==> src/rtl/tcdm_bank_arbiter.sv <==
// Round-robin arbiter sharing one single-port TCDM bank between NumIn requesters.
// Reads return through a per-port 1-entry response slot; writes complete on grant.
module tcdm_bank_arbiter #(
  parameter int unsigned NumIn     = 5,
  parameter int unsigned AddrWidth = 8,
  parameter int unsigned DataWidth = 32,
  parameter int unsigned CntWidth  = 16,
  localparam int unsigned BeWidth  = DataWidth / 8
) (
  input  logic                           clk_i,
  input  logic                           rst_ni,
  input  logic [NumIn-1:0]               req_valid_i,
  output logic [NumIn-1:0]               req_ready_o,
  input  logic [NumIn*AddrWidth-1:0]     req_addr_i,
  input  logic [NumIn-1:0]               req_wen_i,
  input  logic [NumIn*BeWidth-1:0]       req_be_i,
  input  logic [NumIn*DataWidth-1:0]     req_wdata_i,
  output logic [NumIn-1:0]               resp_valid_o,
  input  logic [NumIn-1:0]               resp_ready_i,
  output logic [NumIn*DataWidth-1:0]     resp_rdata_o,
  output logic                           mem_req_o,
  output logic                           mem_wen_o,
  output logic [AddrWidth-1:0]           mem_addr_o,
  output logic [BeWidth-1:0]             mem_be_o,
  output logic [DataWidth-1:0]           mem_wdata_o,
  input  logic [DataWidth-1:0]           mem_rdata_i,
  output logic [CntWidth-1:0]            conflicts_o
);

  localparam int unsigned IdxW = (NumIn > 1) ? $clog2(NumIn) : 1;
  typedef logic [IdxW-1:0] idx_t;

  idx_t                            rr_ptr_q, rr_ptr_d;
  idx_t                            pend_idx_q, pend_idx_d;
  idx_t                            gnt_idx;
  logic                            pend_q, pend_d;
  logic                            gnt_valid, seen, multi;
  logic [NumIn-1:0]                eligible, slot_free;
  logic [NumIn-1:0]                resp_valid_q, resp_valid_d;
  logic [NumIn-1:0][DataWidth-1:0] resp_rdata_q, resp_rdata_d;
  logic [CntWidth-1:0]             conflicts_q, conflicts_d;

  // Two passes implement the wrap-around scan: ports at/after the pointer first, then the rest.
  always_comb begin
    eligible  = '0;
    slot_free = '0;
    gnt_valid = 1'b0;
    gnt_idx   = '0;
    seen      = 1'b0;
    multi     = 1'b0;
    for (int unsigned i = 0; i < NumIn; i++) begin
      slot_free[i] = ~(pend_q & (pend_idx_q == idx_t'(i))) & (~resp_valid_q[i] | resp_ready_i[i]);
      eligible[i]  = req_valid_i[i] & (req_wen_i[i] | slot_free[i]);
      if (eligible[i]) begin
        multi = multi | seen;
        seen  = 1'b1;
      end
    end
    for (int unsigned i = 0; i < NumIn; i++) begin
      if (!gnt_valid && eligible[i] && (idx_t'(i) >= rr_ptr_q)) begin
        gnt_valid = 1'b1;
        gnt_idx   = idx_t'(i);
      end
    end
    for (int unsigned i = 0; i < NumIn; i++) begin
      if (!gnt_valid && eligible[i] && (idx_t'(i) < rr_ptr_q)) begin
        gnt_valid = 1'b1;
        gnt_idx   = idx_t'(i);
      end
    end
    gnt_valid = gnt_valid & rst_ni;
  end

  always_comb begin
    req_ready_o = '0;
    mem_req_o   = 1'b0;
    mem_wen_o   = 1'b0;
    mem_addr_o  = '0;
    mem_be_o    = '0;
    mem_wdata_o = '0;
    if (gnt_valid) begin
      req_ready_o[gnt_idx] = 1'b1;
      mem_req_o            = 1'b1;
      mem_wen_o            = req_wen_i[gnt_idx];
      mem_addr_o           = req_addr_i[gnt_idx*AddrWidth +: AddrWidth];
      mem_be_o             = req_be_i[gnt_idx*BeWidth +: BeWidth];
      mem_wdata_o          = req_wdata_i[gnt_idx*DataWidth +: DataWidth];
    end
  end

  // A slot reload from the bank takes priority over the same-edge drain.
  always_comb begin
    rr_ptr_d = rr_ptr_q;
    if (gnt_valid) begin
      rr_ptr_d = (gnt_idx == idx_t'(NumIn - 1)) ? '0 : gnt_idx + idx_t'(1);
    end
    pend_d       = gnt_valid & ~req_wen_i[gnt_idx];
    pend_idx_d   = pend_d ? gnt_idx : pend_idx_q;
    resp_valid_d = resp_valid_q & ~resp_ready_i;
    resp_rdata_d = resp_rdata_q;
    if (pend_q) begin
      resp_valid_d[pend_idx_q] = 1'b1;
      resp_rdata_d[pend_idx_q] = mem_rdata_i;
    end
    conflicts_d = (multi && (conflicts_q != '1)) ? conflicts_q + CntWidth'(1) : conflicts_q;
  end

  always_ff @(posedge clk_i or negedge rst_ni) begin
    if (!rst_ni) begin
      rr_ptr_q     <= '0;
      pend_q       <= 1'b0;
      pend_idx_q   <= '0;
      resp_valid_q <= '0;
      resp_rdata_q <= '0;
      conflicts_q  <= '0;
    end else begin
      rr_ptr_q     <= rr_ptr_d;
      pend_q       <= pend_d;
      pend_idx_q   <= pend_idx_d;
      resp_valid_q <= resp_valid_d;
      resp_rdata_q <= resp_rdata_d;
      conflicts_q  <= conflicts_d;
    end
  end

  assign resp_valid_o = resp_valid_q;
  assign resp_rdata_o = resp_rdata_q;
  assign conflicts_o  = conflicts_q;

endmodule
==> config.mk <==
export PLATFORM = sky130hd
export DESIGN_NAME = tcdm_bank_arbiter
export DESIGN_NICKNAME = d
export VERILOG_FILES = /design/src/rtl/tcdm_bank_arbiter.sv
export SDC_FILE = /design/constraint.sdc
export NUM_CORES = 1
export LEC_CHECK = 0
export ABC_AREA = 1
export BUFFER_PORTS_ARGS = -buffer_cell sky130_fd_sc_hd__buf_2
export CAP_MARGIN = 20
export CELL_PAD_IN_SITES_DETAIL_PLACEMENT = 1
export CELL_PAD_IN_SITES_GLOBAL_PLACEMENT = 2
export CORE_ASPECT_RATIO = 0.75
export CORE_MARGIN = 10
export CORE_UTILIZATION = 26
export CTS_CLUSTER_DIAMETER = 200
export DETAILED_ROUTE_END_ITERATION = 12
export HOLD_SLACK_MARGIN = 0.15
export PLACE_DENSITY = 0.88
export SLEW_MARGIN = 20
export SYNTH_ARGS = -nofsm -noshare
export SYNTH_HDL_FRONTEND = slang
export SYNTH_SLANG_ARGS = --single-unit
==> constraint.sdc <==
create_clock -name clk_i -period 4 [get_ports clk_i]
set_clock_uncertainty 0.05 [all_clocks]
set_input_delay 0.4 -clock clk_i [delete_from_list [all_inputs] [get_ports clk_i]]
set_output_delay 0.4 -clock clk_i [all_outputs]
set_load 0.01 [all_outputs]
Word level (Yosys, flattened, before mapping)
Index checks and enable logic that the tools add are counted.
{"block": "word_totals", "regBits": 188, "input_bits": 269, "out_inout_bits": 232, "elab_cells": 155}
{"block": "classes", "addsub": 2, "order_cmp": 14, "eq_ne": 6, "n_shift": 3, "muxes": 44, "n_bitwise": 44, "n_reduce_logical": 32}
{"cell": "bitwise mux 160 bit", "count": 1}
{"cell": "variable part select 160 x 9 -> 32 bit", "count": 1}
{"cell": "demux 32 bit (select 3 bit)", "count": 1}
{"cell": "two-way mux 32 bit", "count": 2}
{"cell": "variable part select 40 x 7 -> 8 bit", "count": 1}
{"cell": "two-way mux 3 bit", "count": 9}
{"cell": "two-way mux 1 bit", "count": 24}
{"cell": "logical AND 1 bit", "count": 22}
{"cell": "variable part select 20 x 6 -> 4 bit", "count": 1}
{"cell": "bitwise AND 1 bit", "count": 17}
{"cell": "adder 16 x 1 -> 16 bit, second input constant", "count": 1}
{"cell": "!= test 16 bit, second input constant", "count": 1}
{"cell": "OR 1 bit", "count": 13}
{"cell": "inverter 1 bit", "count": 11}
{"cell": "two-way mux 5 bit", "count": 2}
{"cell": "logical NOT 1 bit", "count": 9}
{"cell": "< comparator 3 x 4 -> 1 bit, second input constant", "count": 2}
{"cell": "two-way mux 8 bit", "count": 1}
{"cell": "demux 1 bit (select 3 bit)", "count": 2}
{"cell": "== test 3 x 2 -> 1 bit, second input constant", "count": 2}
{"cell": "== test 3 bit, second input constant", "count": 2}
{"cell": ">= comparator 1 x 3 -> 1 bit, first input constant", "count": 2}
{"cell": ">= comparator 2 x 3 -> 1 bit, first input constant", "count": 2}
{"cell": ">= comparator 3 x 1 -> 1 bit, second input constant", "count": 2}
{"cell": "other kinds (12)", "count": 14}

Depth between registers and ports, before layout
{"block": "logic_depth", "ltp_word": 49, "depth_mapped": 19, "ltp_nobuf": 18}

Least setup slack after synthesis
No wires, ideal clock.
{"block": "synth_timing", "kind": "register -> output", "startpoint": "reg pend_idx_q[1]", "endpoint": "out mem_addr_o[0]", "arrival_ns": 2.052, "t_required_ns": 3.550, "slack_ns": 1.498, "stages_incl_launch_ff": 18, "path_buffers": 2, "cell_sequence": "dfrtp_1 nor2_1 nand2_1 nand2_2 nand2_2 nand3_1 nand2_2 nor2_4 nand4_2 nor2_4 nand2_4 nand2_2 buf_6 buf_6 nand2_1 nand2_1 a21oi_1 nor3_2"}
{"block": "synth_between", "elab_chain_cells": 46, "elab_cells_between_ends": 80, "classes_between": "eq/ne: 4; shift: 1; mux: 20; bitwise: 26; reduce/logical: 29"}
{"item": "from (decl)", "line_no": "34", "text": "idx_t pend_idx_q, pend_idx_d;"}
{"item": "from (signal assigned)", "line_no": "119", "text": "pend_idx_q <= pend_idx_d;"}
{"item": "logical NOT 3 bit", "line_no": "52", "text": "slot_free[i] = ~(pend_q & (pend_idx_q == idx_t'(i))) & (~resp_valid_q[i] | resp_ready_i[i]);"}
{"item": "bitwise AND 1 bit", "line_no": "52"}
{"item": "inverter 1 bit", "line_no": "52"}
{"item": "bitwise AND 1 bit", "line_no": "52"}
{"item": "OR 1 bit", "line_no": "53", "text": "eligible[i] = req_valid_i[i] & (req_wen_i[i] | slot_free[i]);"}
{"item": "bitwise AND 1 bit", "line_no": "53"}
{"item": "logical AND 1 bit", "line_no": "60", "text": "if (!gnt_valid && eligible[i] && (idx_t'(i) >= rr_ptr_q)) begin"}
{"item": "two-way mux 1 bit", "line_no": "60"}
{"item": "[28 not listed]"}
{"item": "logical NOT 1 bit", "line_no": "66", "text": "if (!gnt_valid && eligible[i] && (idx_t'(i) < rr_ptr_q)) begin"}
{"item": "logical AND 1 bit (2 in a row)", "line_no": "66"}
{"item": "two-way mux 1 bit", "line_no": "66"}
{"item": "logical NOT 1 bit", "line_no": "66"}
{"item": "logical AND 1 bit (2 in a row)", "line_no": "66"}
{"item": "two-way mux 3 bit / two-way mux 1 bit (equally long branches)", "line_no": "66"}
{"item": "variable part select 40 x 7 -> 8 bit / bitwise AND 1 bit (equally long branches)", "line_no": "85, 71"}
{"item": "two-way mux 8 bit (*)", "line_no": "81", "text": "if (gnt_valid) begin"}
{"item": "to (decl)", "line_no": "23", "text": "output logic [AddrWidth-1:0] mem_addr_o,"}
Mark *: on every way between the ends. The rest lies on a longest branch, timed or not.

Final worst setup path
{"block": "layout_timing", "startpoint": "reg pend_idx_q[2]", "endpoint": "out mem_wen_o"}
{"block": "layout_between", "elab_chain_cells": 47, "elab_cells_between_ends": 81, "classes_between": "eq/ne: 4; mux: 22; bitwise: 26; reduce/logical: 29"}
{"item": "logical NOT 3 bit", "line_no": "52"}
{"item": "bitwise AND 1 bit", "line_no": "52"}
{"item": "inverter 1 bit", "line_no": "52"}
{"item": "bitwise AND 1 bit", "line_no": "52"}
{"item": "OR 1 bit", "line_no": "53"}
{"item": "bitwise AND 1 bit", "line_no": "53"}
{"item": "logical AND 1 bit", "line_no": "60"}
{"item": "two-way mux 1 bit", "line_no": "60"}
{"item": "[29 not listed]"}
{"item": "logical AND 1 bit (2 in a row)", "line_no": "66"}
{"item": "two-way mux 1 bit", "line_no": "66"}
{"item": "logical NOT 1 bit", "line_no": "66"}
{"item": "logical AND 1 bit (2 in a row)", "line_no": "66"}
{"item": "two-way mux 3 bit", "line_no": "66"}
{"item": "binary-select mux 1 bit (select 3 bit)", "line_no": "84", "text": "mem_wen_o = req_wen_i[gnt_idx];"}
{"item": "two-way mux 1 bit (not written as such)", "line_no": "84"}
{"item": "two-way mux 1 bit (*)", "line_no": "81"}
{"item": "to (decl)", "line_no": "22", "text": "output logic mem_wen_o,"}
Mark *: on every way between the ends. The rest lies on a longest branch, timed or not. The select of a mux whose other input is x is not followed.

==> qor.yml <==
final_cell_mix: "buf_2, nand2_1, dfrtp_1, o21ai_0, nand3_1"
antenna_found_initial: 12
synthFlopType: "dfrtp_1"
initial_core_util: 0.264
via_count: 10400
p_int_w: 0.00586
synth_cells: 1254
core_sq_mm: 0.0371
ant_nets: 0
synth_edf_count: 0
grt_use_total: 0.195
die_h_microns: 188
yosysWarnings: 0
comb_power_share: 0.538
async_reset_ff_frac: 1.00
startpoint_type: "register"
powerDensity_mw_per_mm2: 837
grt_pass1_wl_microns: 69200
cts.sinks: 188
io_buffer_count: 500
clk_path_buf_depth: 2
cts_tree: "yes"
cts_made_buffers: 17
fin_crit_ns: 3.73
area_delta_synth_final_pct: 36.1
vdd_drop_max_mv: 0.307
finalCritPeriodShare: 0.932
grt_max_degree: 147
clkSlewWorstSetupHoldPaths_ns: 0.07
slew_viol_final: 0
drc_errors: 0
post_cts_buffers: 0
gp_congestion: 0.910
hold_viol_final: 0
stdcell_count: 2230
required_ns: 3.55
hold_depth: 4
p_switching_w: 0.00529
final_common_cell: "buf_2"
layout.nets: 1978
synth-seq-cells: 188
num_rows: 61
relSlewSlack: 0.470
path_max_fanout: 49
ios: 501
ys_seq_area_frac: 0.481
setup_viol_count_final: 0
critical_path_class: "register to output port"
grt_overflow: 0
wl_per_cell_microns: 21.0
syn_area_per_cell_sq_um: 7.80
yosysUniqueCellTypes: 29
drt-initial-drc-count: 578
viasPerCell: 4.68
first_pass_iters: 5
drv_cap: 0
hpwl_microns: 36200
syn_area_sq_mm: 0.00978
status: "complete, no violations"
p_sw_frac: 0.475
reg2regPathDepth: 17
hold_class: "primary input to register"
die_area_sq_mm: 0.0459
clk_latency_ns: 0.44
cts_root_buf: "clkbuf_16"
worst_pin_slew_ns: 0.795
endpoint_kind: "output port"
die_width_microns: 244
arrival_ns: 3.28
fin_setup_tns_ns: 0
grt_pass1_vias: 10800
synth_fp_nets: 1526
clock_power_share: 0.163
fmax_mhz: 268
power.leakage_nw: 7.24
htreeDepth: 4
place_inst: 2189
seqPwrFrac: 0.299
wl_microns: 46900
drive_gt1_frac: 0.361
## worst paths after layout
kind / from / endpoint / slack [ns]
worst max-delay path: pend_idx_q[2] / mem_wen_o / 0.27
worst min-delay path: resp_ready_i[3] / resp_valid_o[3] / 0.18
worst max register to register: pend_idx_q[2] / pend_idx_q[1] / 1.03
max in group asynchronous: rst_ni / conflicts_o[10] / 2.38
min in group asynchronous: rst_ni / resp_rdata_o[57] / 0.41
worst min register to register: resp_rdata_o[98] / resp_rdata_o[98] / 0.43
## layout make-up
class                   instances  area (sq um)
flip-flops and latches        188          4700
multi-input cells             917          4400
well taps                     504           631
clock inverters                12           179
fillers                      4709         23800
clock buffers                  20           447
inverters                      65           249
diodes                          7          17.5
repair buffers                517          2690
## registers in the layout, summed over array words and instances, names as in the netlist
register,count
resp_valid_o,5
conflicts_o,16
resp_rdata_o,160
pend_idx_q,3
pend_q,1
rr_ptr_q,3
## per-layer routing
layer	vias up	track usage	wire, microns
met1	5121	0.232	19100
met4	14	0.0441	632
met2	281	0.346	24200
met3	49	0.0511	2830
li1	4965	-	-
met5	-	0	80
## power groups by stage
stage	clock network (W)	registers, W	logic (W)
after floorplan	0	0.00371	0.00326
after global placement	0	0.00330	0.00593
after detailed placement	0	0.00336	0.00606
after CTS	0.00187	0.00334	0.00610
after global routing	0.00195	0.00345	0.00668
final	0.00182	0.00333	0.00600
## synthesized netlist by cell type (4+ instances only)
master / count / share of area
buf_6: 13 / 0.015
nand2_1: 480 / 0.18
a21oi_1: 48 / 0.025
clkbuf_1: 32 / 0.012
nand3_1: 108 / 0.055
nor3_1: 8 / 0.0041
nand4_1: 9 / 0.0058
buf_2: 27 / 0.014
inv_1: 60 / 0.023
dfrtp_1: 188 / 0.48
nand2_2: 7 / 0.0045
o21ai_0: 165 / 0.084
buf_4: 7 / 0.0054
nor3_2: 45 / 0.046
inv_2: 4 / 0.0015
xor2_1: 9 / 0.0081
nor2_1: 13 / 0.0050
buf_1: 5 / 0.0019
xnor2_1: 6 / 0.0054
## worst max-delay path, stage by stage (launching register included)
cell     delay (ns)
dfrtp_1        0.43
nor2_1         0.20
nand2_2        0.10
nand2_2        0.07
nand2_2        0.06
nand3_1        0.11
nand2_2        0.10
nor2_4         0.14
nand4_2        0.13
nor2_4         0.21
nand3_1        0.12
nand2_2        0.11
buf_4          0.52
nand2_1        0.14
nand3_2        0.17
nor2_1         0.06
buf_2          0.19
## repair_timing
item / in CTS / in global routing
endpoints found under the setup margin: 0 / 45
endpoints found under the hold margin: 43 / 0
hold buffers: 2 / 0
gates resized for setup: 0 / 6
## per-stage QoR
| stage | hold slack [ns] | worst slack (ns) | total power (W) | util | cell area (sq um) |
|---|---|---|---|---|---|
| final | 0.178 | 0.271 | 0.0111 | 0.359 | 13300 |
| after global routing | 0.160 | -0.00109 | 0.0121 | 0.359 | 13300 |
| after CTS | 0.157 | 0.0217 | 0.0113 | 0.358 | 13300 |
| after detailed placement | 0.320 | 0.515 | 0.00942 | 0.341 | 12600 |
| after global placement | 0.319 | 0.645 | 0.00923 | 0.341 | 12600 |
| after floorplan | 0.0544 | 1.50 | 0.00697 | - | 9780 |
## cell families after synthesis
logic type,after synthesis,share of synthesized area
flops,188,0.481
simple gates,682,0.317
buf+inv,149,0.0733
compound gates,217,0.112
fa+ha+maj,3,0.00384
xor+xnor,15,0.0134
Power figures use the tool's default switching activity.
